===== src/rtl/volume_ramp_ctl.sv =====
// Volume level control with edge-detected up/down buttons and a rate-limited
// amplitude ramp towards level*STEP (zero when no note is on or when muted).
module volume_ramp_ctl #(
  parameter int                DATA_W   = 16,
  parameter int                LEVEL_W  = 4,
  parameter int                NCH      = 3,
  parameter logic [DATA_W-1:0] STEP     = 16'h0800,
  parameter logic [DATA_W-1:0] RAMP_INC = 16'h0100,
  parameter int                RAMP_DIV = 4
) (
  input  logic               clk,
  input  logic               rst_n,
  input  logic [NCH-1:0]     note_on,
  input  logic               up,
  input  logic               down,
  input  logic               mute,
  output logic [LEVEL_W-1:0] level,
  output logic [DATA_W-1:0]  amp_max,
  output logic [DATA_W-1:0]  amp_min,
  output logic               busy
);

  localparam int AW    = DATA_W + 1;
  localparam int CNT_W = (RAMP_DIV > 1) ? $clog2(RAMP_DIV) : 1;

  localparam logic [CNT_W-1:0]   CNT_MAX   = CNT_W'(RAMP_DIV - 1);
  localparam logic [LEVEL_W-1:0] LEVEL_MAX = '1;

  localparam logic [1:0] IDLE      = 2'd0;
  localparam logic [1:0] RAMP_UP   = 2'd1;
  localparam logic [1:0] RAMP_DOWN = 2'd2;

  logic               up_q, down_q;
  logic [LEVEL_W-1:0] level_q, level_d;
  logic [DATA_W-1:0]  amp_q, amp_d;
  logic [1:0]         state_q, state_d;
  logic [CNT_W-1:0]   cnt_q, cnt_d;

  logic          up_rise, down_rise, tick;
  logic [AW-1:0] target, amp_ext, amp_inc, amp_dec;

  assign up_rise   = up & ~up_q;
  assign down_rise = down & ~down_q;

  // Simultaneous up and down edges cancel each other.
  always_comb begin
    level_d = level_q;
    if (up_rise && !down_rise && level_q != LEVEL_MAX) begin
      level_d = level_q + 1'b1;
    end else if (down_rise && !up_rise && level_q != '0) begin
      level_d = level_q - 1'b1;
    end
  end

  assign target  = (|note_on && !mute) ? (AW'(level_q) * AW'(STEP)) : '0;
  assign amp_ext = {1'b0, amp_q};
  assign amp_inc = amp_ext + AW'(RAMP_INC);
  // The extra bit keeps amp-RAMP_INC representable as a signed value.
  assign amp_dec = amp_ext - AW'(RAMP_INC);

  always_comb begin
    state_d = IDLE;
    if (amp_ext < target) begin
      state_d = RAMP_UP;
    end else if (amp_ext > target) begin
      state_d = RAMP_DOWN;
    end
  end

  // A direction change never ticks on the cycle it is recognised.
  assign tick = (state_d == state_q) && (cnt_q == CNT_MAX);

  always_comb begin
    cnt_d = '0;
    if (state_d == state_q && state_q != IDLE && cnt_q != CNT_MAX) begin
      cnt_d = cnt_q + 1'b1;
    end
  end

  always_comb begin
    amp_d = amp_q;
    if (tick && state_q == RAMP_UP) begin
      amp_d = (amp_inc > target) ? target[DATA_W-1:0] : amp_inc[DATA_W-1:0];
    end else if (tick && state_q == RAMP_DOWN) begin
      amp_d = ($signed(amp_dec) < $signed(target)) ? target[DATA_W-1:0]
                                                    : amp_dec[DATA_W-1:0];
    end
  end

  always_ff @(posedge clk or negedge rst_n) begin
    if (!rst_n) begin
      up_q    <= 1'b0;
      down_q  <= 1'b0;
      level_q <= '0;
      amp_q   <= '0;
      state_q <= IDLE;
      cnt_q   <= '0;
    end else begin
      up_q    <= up;
      down_q  <= down;
      level_q <= level_d;
      amp_q   <= amp_d;
      state_q <= state_d;
      cnt_q   <= cnt_d;
    end
  end

  assign level   = level_q;
  assign amp_max = amp_q;
  assign amp_min = '0 - amp_q;
  assign busy    = (state_q != IDLE);

endmodule


===== config.mk =====
export PLATFORM = sky130hd
export DESIGN_NAME = volume_ramp_ctl
export DESIGN_NICKNAME = d
export VERILOG_FILES = /design/src/rtl/volume_ramp_ctl.sv
export SDC_FILE = /design/constraint.sdc
export NUM_CORES = 1
export LEC_CHECK = 0
export BUFFER_PORTS_ARGS = -buffer_cell sky130_fd_sc_hd__buf_2
export CAP_MARGIN = 10
export CORE_MARGIN = 5
export CORE_UTILIZATION = 55
export CTS_BUF_LIST = sky130_fd_sc_hd__clkbuf_2 sky130_fd_sc_hd__clkbuf_4 sky130_fd_sc_hd__clkbuf_8
export DETAILED_ROUTE_END_ITERATION = 10
export GPL_ROUTABILITY_DRIVEN = 0
export GPL_TIMING_DRIVEN = 0
export PLACE_DENSITY = 0.91
export SLEW_MARGIN = 20
export SYNTH_ARGS = -nofsm -noshare
export SYNTH_HDL_FRONTEND = slang
export SYNTH_SLANG_ARGS = --single-unit

===== constraint.sdc =====
create_clock -name clk -period 3.25 [get_ports clk]
set_clock_uncertainty 0.1 [all_clocks]
set_input_delay 0.65 -clock clk [delete_from_list [all_inputs] [get_ports clk]]
set_output_delay 0.65 -clock clk [all_outputs]
set_load 0.03 [all_outputs]

### After elaboration in Yosys (flattened, before gate mapping)

Index checks and enable logic that the tools add are counted.

| storage, ports and cells | value |
|---|---|
| register bits after elaboration | 26 |
| input port bits | 8 |
| output and inout bits | 37 |
| logic and storage cells | 54 |

| operators by class | value |
|---|---|
| add/subtract/negate cells | 6 |
| magnitude comparators | 4 |
| eq/ne operators | 6 |
| mux-type cells | 10 |
| bitwise logic cells | 4 |
| reduce and logical (&&, ||, !) cells | 18 |

Operators with widths:

| kind | count |
|---|---|
| $mux 16 | 4 |
| $add 16x9->17 const B | 1 |
| $gt 17x15->1 | 1 |
| $lt 17x16->1 | 1 |
| $sub 16x9->17 const B | 1 |
| $gt 16x15->1 | 1 |
| $lt 16x15->1 | 1 |
| $sub 1x16->16 const A | 1 |
| $mux 15 | 1 |
| $logic_and 1x1->1 | 10 |
| $mux 4 | 2 |
| $mux 2 | 3 |
| $reduce_bool 2->1 | 3 |
| $add 4x1->4 const B | 1 |
| $eq 2x2->1 const B | 2 |
| $ne 4x4->1 const B | 1 |
| $reduce_bool 4->1 | 1 |
| $sub 4x1->4 const B | 1 |
| $logic_not 1->1 | 3 |
| $reduce_or 3->1 | 1 |
| $add 2x1->2 const B | 1 |
| $and 1x1->1 | 2 |
| $eq 2x1->1 const B | 1 |
| $eq 2x2->1 | 1 |
| other kinds (2) | 3 |

### Depth between registers and ports, before layout

Gate-level depths: netlist of run 1.

| depth | value |
|---|---|
| depth after elaboration | 11 |
| depth in mapped cells | 12 |
| gate-level depth less buffers | 11 |

### Worst setup path before layout of run 1

Ideal clock, no wire load.

| path | value |
|---|---|
| kind | register -> register |
| start point | register amp_q[8] (netlist: amp_max[8]) |
| end point | register amp_q[9] (netlist: amp_max[9]) |
| library setup time | 82 ps |
| arrival time | 3178 ps |
| data required time | 3068 ps |
| slack | -110 ps |
| stages on the path, launching flop included | 12 |
| buffers on the path | 0 |
| period minus slack after synthesis | 3360 ps |
| cells stage by stage | dfrtp_1 > inv_1 > ha_1 > nand2_1 > xor2_1 > inv_1 > ha_1 > o211ai_1 > a31o_1 > a31o_2 > or3_1 > a31oi_1 |

| between the ends | value |
|---|---|
| longest elaborated chain between the ends | 7 |
| elaborated cells between the ends (all ways) | 17 |
| those cells by class | add/sub: 2; order compare: 4; eq/ne: 1; mux: 6; reduce/logical: 4 |

Ends and longest elaborated chain:

| item | RTL line | RTL |
|---|---|---|
| start, declared | 35 | `logic [DATA_W-1:0] amp_q, amp_d;` |
| start signal, assigned | 102 | `amp_q <= amp_d;` |
| branches (longest 7 deep; another with $sub 16x9->17) | n/a |  |

Parallel ways; which one is timed is not known. The select of a mux whose other input is x is not followed.
A chain may end at the register's enable or synchronous reset.

### Worst setup path after layout of run 1

| path | value |
|---|---|
| start point | register amp_q[8] (netlist: amp_max[8]) |
| end point | register amp_q[12] (netlist: amp_max[12]) |

The elaborated chain is that of the path after synthesis.

==> impl_results.md, run 1 <==
- Chip width: 67.2 um
- Crit Path Class: flop to flop
- Critical R2R Capture: amp_max[12]
- Largest net degree at the start of global routing: 19
- CP Launch Type: flop
- Global Route Usage Sum: 19.5%
- Hpwl dp: approximately 3400 um
- Post-synthesis cell type count: 55
- Net count, final: 280
- Worst Path Arrival: 3.28 ns
- Yosys warnings: 0
- Worst r2r src: amp_max[8]
- Area of the multi-input gates: 1190 um^2
- # setup viols final: 0
- Routing usage on met2: 32.0%
- Minimum clock period: 3.15 ns
- Worst EP required: 3.38 ns
- Final Non-Filler Cells: around 300
- Met3 GRT Util: approximately 5.7%
- Port Buf Inserts: 28
- Setup TNS: 0 ns
- Cells after Synth: around 200
- Synth Flop Type: dfrtp_1
- GRT Residual Overflow: 0
- Drt first pass iters: 4
- Most frequent cells after synthesis: 19 x buf_4, 18 x dfrtp_1, 18 x ha_1
- Die Area: between 4000 and 5000 um^2
- Final WL: 4310 um
- Vias in the first global route: 1550
- Mapped Area: 1800 um^2
- # fillers: between 200 and 300
- Area leader, netlist: dfrtp_1
- I/O pins: 45
- Pwr/cell area: 1000 nW/um^2
- Setup WS post-layout: about 0.10 ns
- Fmax: 318 MHz
- Final hold vios: 0
- Reg area: between 400 and 500 um^2
- CTS sink cnt: 18
- CTS root buffer: clkbuf_4
- Worst setup EP type: flop
- Post-synth ARST share: 100%
- CTS Buffer Depth: 2
- Worst reg2reg setup slack: 0.10 ns
- Worst ir drop on vdd: about 0.57 mV
- CTS HTree Levels: 1
- Slowest stage delay, CP: around 0.47 ns
- Tcrit/Tclk final: 96.9%
- CORE AREA: 3100 um^2
- Initial Utilization: 58.0%
- Clk pin slew, worst setup/hold paths: 0.11 ns
- Inst Count DP: about 290
- Clock Latency Late Sink: 0.30 ns
- Average cell area after synthesis: roughly 9 um^2
- CTS buffer count: 3
- Die height: roughly 67 um
- First-pass GRT wire length: between 6000 and 7000 um
- TritonCTS clock tree: yes
- Number of nets with antenna violations after routing: 0
- Busiest grt layer: met2
- Via count: 1651
- Status: finished clean
- Vias per Instance: between 5 and 6
- Most frequent cell after synthesis: buf_4
- Worst reg2reg path depth: 12
- EDFF count, synth: 0
- N_diodes: 0
- Critical-path top delay cell: dfrtp_2
- Post-synthesis sequential area ratio: 25.0%
- M1 GR Usage: 24.3%
- Area delta synth->final: 18.5%
- Row count: 20
- Number of remaining DRC errors: 0
- Yosys top cell area share: between 20% and 30%
- Synth top area cells: dfrtp_1 25%, ha_1 13%, buf_4 7.9%
- Max-cap viol count: 0
- Worst slack, placed: -0.170 ns
- Static Leak: 0.00103 uW
- CP max FO: 8
- Post-synthesis register bit count: 18
- CP Cell Sequence: ha_2 -> nand2_1 -> nor3_1 -> xor2_1 -> ha_1 -> and3_1 -> a221o_1 -> a22o_1 -> buf_6 -> a21oi_1 -> o22ai_1 -> a31oi_1
- Starting DRT DRC Count: between 70 and 80
- Slew Limit Fails: 0
- Hold crit path type: input pin to asynchronous set/reset pin
- Routed WL per cell: around 15 um
- Share of cells above drive strength 1: 30.6%
- Initial antenna violation count: 0
cell type report:
cell class	count	share of cell area, %
Multi-Input combinational cell	159	55.8
Inverter	15	2.64
Sequential cell	18	21.2
Buffer	24	8.10
Timing Repair Buffer	32	7.98
Clock buffer	4	1.70
Tap cell	44	2.58
worst max-delay path: cells and delay by family (launching register included):
kind	cells	cell delay [ns]
xor+xnor	1	0.26
buf+inv	1	0.14
simple gates	3	0.51
fa+ha+maj	2	0.55
compound gates	5	1.03
flops	1	0.47
cell families after synthesis:
family / count (synthesis) / synth area share (%)
compound gates: 35 / 15.0
xor+xnor: 16 / 8.21
fa+ha+maj: 19 / 13.6
buf+inv: 39 / 12.7
flops: 18 / 25.0
mux: 7 / 4.10
other cells: 1 / 0.208
simple gates: 66 / 21.1
sequential cells by signal (all words and copies together), names as in the netlist:
name     count
down_q       1
up_q         1
level        4
cnt_q        2
state_q      2
amp_max      8
routing by layer:
layer,wire length [um],vias up
li1,-,786
met1,1810,777
met2,2140,79
met3,316,9
met4,43,0
met5,0,-
metrics by stage:
stage / hold WS [ns] / area [um^2] / power [uW] / utilization (%)
detailed placement: 0.339 / 2060 / 1950 / 66.3
floorplan: 0.254 / 1860 / 1590 / -
finish: 0.165 / 2130 / 2140 / 68.7
CTS: 0.176 / 2100 / 2100 / 67.6
global route: 0.196 / 2130 / 2300 / 68.7
global placement: 0.331 / 2060 / 1890 / 66.3
report_power, final:
group	switching, uW	total [uW]	internal [uW]
logic	965	1570	604
registers	118	428	310
clock network	74.1	142	68.4
total	1160	2140	982
placed cells by master (no fill, tap or decap), types with 3 or more instances in the layout:
| cell type | count |
|---|---|
| ha_1 | 17 |
| nor3_1 | 5 |
| a31oi_1 | 3 |
| xor2_1 | 4 |
| conb_1 | 16 |
| nand2_1 | 15 |
| xnor2_1 | 10 |
| dfrtp_1 | 16 |
| inv_1 | 15 |
| nand4_1 | 4 |
| nand2b_1 | 3 |
| nand3_1 | 3 |
| buf_4 | 23 |
| clkbuf_4 | 3 |
| a21oi_1 | 7 |
| nor4_1 | 3 |
| mux2i_1 | 4 |
| a21o_1 | 3 |
| nor2_1 | 15 |
| buf_2 | 31 |
| o211ai_1 | 3 |
how the worst max path moves through the flow:
stage                from          end  slack [ns]  cells after the start
2_1_floorplan  amp_max[8]   amp_max[9]        0.08                     11
3_3_place_gp   note_on[1]  amp_max[11]       -0.12                     12
3_5_place_dp   note_on[0]  amp_max[13]       -0.17                     12
4_1_cts        amp_max[8]  amp_max[12]        0.08                     12
5_1_grt        amp_max[8]  amp_max[10]      -0.009                     12
6_report       amp_max[8]  amp_max[12]        0.10                     12
what timing repair did:
action | CTS | global route
resized for setup | 2 | 2
setup buffers | 0 | 4
hold buffers | 0 | 0
endpoints found under the setup margin | 1 | 6
Power figures use the tool's default switching activity.
==> inputs of run 2 (changes only) <==
==> constraint.sdc (replaced) <==
create_clock -name clk -period 3.25 [get_ports clk]
set_clock_uncertainty 0.1 [all_clocks]
set_input_delay 0.65 -clock clk [delete_from_list [all_inputs] [get_ports clk]]
set_output_delay 0.65 -clock clk [all_outputs]
set_load 0.01 [all_outputs]
==> run 2 against run 1 <==
Against the previous run:
- sequential power down 2%
- cell count down 0.34%
- routed wire length down 4.3%
- sequential share of layout area up 0.075 points
- fmax up 2.6%
- critical path depth unchanged
- non-clock buffer count down 1
- largest cell class unchanged
==> impl_results.md, run 2 (synthesis results as in run 1) <==
- Status: finished clean
- First-pass GRT wire length: 6500 um
- Area of the multi-input gates: 1190 um^2
- Max-cap viol count: 0
- Final WL: 4120 um
- N_diodes: 0
- CTS HTree Levels: 1
- Hold crit path type: input pin to asynchronous set/reset pin
- Die Area: 4520 um^2
- I/O pins: 45
- # fillers: approximately 270
- Placed cell area: between 2000 and 2500 um^2
- Commonest non-fill, non-tap cells in the layout: 31 x buf_2, 21 x buf_4, 17 x ha_1
- Commonest non-fill, non-tap cell in the layout: buf_2
- Die height: 67.2 um
- CORE AREA: 3100 um^2
- Minimum clock period: 3.07 ns
- Final Non-Filler Cells: 295
- Area delta synth->final: 18.1%
- Initial antenna violation count: 0
- Worst Path Arrival: 3.19 ns
- Clock Latency Late Sink: approximately 0.3 ns
- Reg area: 453 um^2
- Hpwl dp: around 3200 um
- Worst reg2reg path depth: 12
- Net count, final: 279
- CTS buffer count: 3
- Worst reg2reg setup slack: 0.18 ns
- Routed WL per cell: between 10 and 15 um
- CTS sink cnt: 18
- Port Buf Inserts: 28
- Via count: about 1.6k
- Chip width: 67.2 um
- CP max FO: 8
- RSZ-0062 raised after global routing: no
- Worst EP required: roughly 3.4 ns
- Vias in the first global route: 1431
- Row count: 20
- Final hold vios: 0
- TritonCTS clock tree: yes
- Vias per Instance: 5.40
- Clk pin slew, worst setup/hold paths: around 0.10 ns
- Initial Utilization: 58.0%
- CTS root buffer: clkbuf_4
- CP Launch Type: flop
- Worst ir drop on vdd: between 0.5 and 0.6 mV
- Worst setup EP type: flop
- Starting DRT DRC Count: 116
- Global Route Usage Sum: a little under a fifth
- Static Leak: 0.00102 uW
- Inst Count DP: 288
- Crit Path Class: flop to flop
- GRT Residual Overflow: 0
- Fmax: 326 MHz
- Pwr/cell area: 893 nW/um^2
- Slew Limit Fails: 0
- Largest net degree at the start of global routing: 19
- Number of nets with antenna violations after routing: 0
- Drt first pass iters: 4
- CTS Buffer Depth: 2
- Share of cells above drive strength 1: 30.3%
- Finished Cell Area: 2120 um^2
- Tcrit/Tclk final: 94.4%
- Number of remaining DRC errors: 0
- Max reg flops: 8
- # setup viols final: 0
==> run 2: what timing repair did <==
item                                    CTS  global route
buffers inserted                          0             3
resized for setup                         0             6
hold buffers                              0             0
endpoints found under the setup margin    0             7
==> run 2: layout make-up <==
| type | count | share of cell area (%) |
|---|---|---|
| buffer | 24 | 8.13 |
| clock buffer | 4 | 1.71 |
| inverter | 15 | 2.65 |
| multi-input combinational | 159 | 56.1 |
| sequential | 18 | 21.3 |
| tap | 44 | 2.59 |
| timing repair buffer | 31 | 7.54 |
==> run 2: power by group <==
| part | internal, uW | switching [uW] |
|---|---|---|
| Sequential | 310 | 112 |
| Clock | 68.4 | 73.6 |
| Combinational | 600 | 735 |
==> run 2: worst paths after layout <==
check | start | endpoint
worst max-delay path | amp_max[8] | amp_max[12]
worst min-delay path | rst_n | amp_max[14]
worst max register to register | amp_max[8] | amp_max[12]
worst min register to register | cnt_q[0] | cnt_q[0]
max in group asynchronous | rst_n | amp_max[9]
min in group clk | cnt_q[0] | cnt_q[0]
==> run 2: stage by stage <==
stage | setup slack, ns | total power, uW | util, % | setup TNS, ns | hold WS, ns
finish | 0.183 | 1900 | 68.5 | 0 | 0.160
global route | 0.00794 | 2070 | 68.5 | 0 | 0.183
CTS | 0.00160 | 1850 | 67.3 | 0 | 0.169
detailed placement | -0.187 | 1700 | 66.1 | -0.710 | 0.336
global placement | -0.130 | 1650 | 66.1 | -0.389 | 0.329
floorplan | 0.327 | 1360 | - | 0 | 0.254
==> run 2: metal layers <==
layer	GRT usage (%)	vias to the layer above	part of all wire, %	wire length [um]
met1	24.5	732	41	1690
met5	0	-	0	0
met3	5.49	8	9.8	405
met2	30.8	66	48	1970
met4	4.05	0	1.4	57
li1	-	788	-	-
==> run 2: critical path, cell delays in order (launching register included) <==
cell     delay (ns)
dfrtp_2        0.46
ha_2           0.26
nand2_1        0.08
nor3_1         0.22
xor2_1         0.25
ha_1           0.28
and3_1         0.18
a221o_1        0.37
a22o_1         0.23
buf_6          0.14
a21oi_1        0.16
o22ai_1        0.11
a31oi_1        0.16
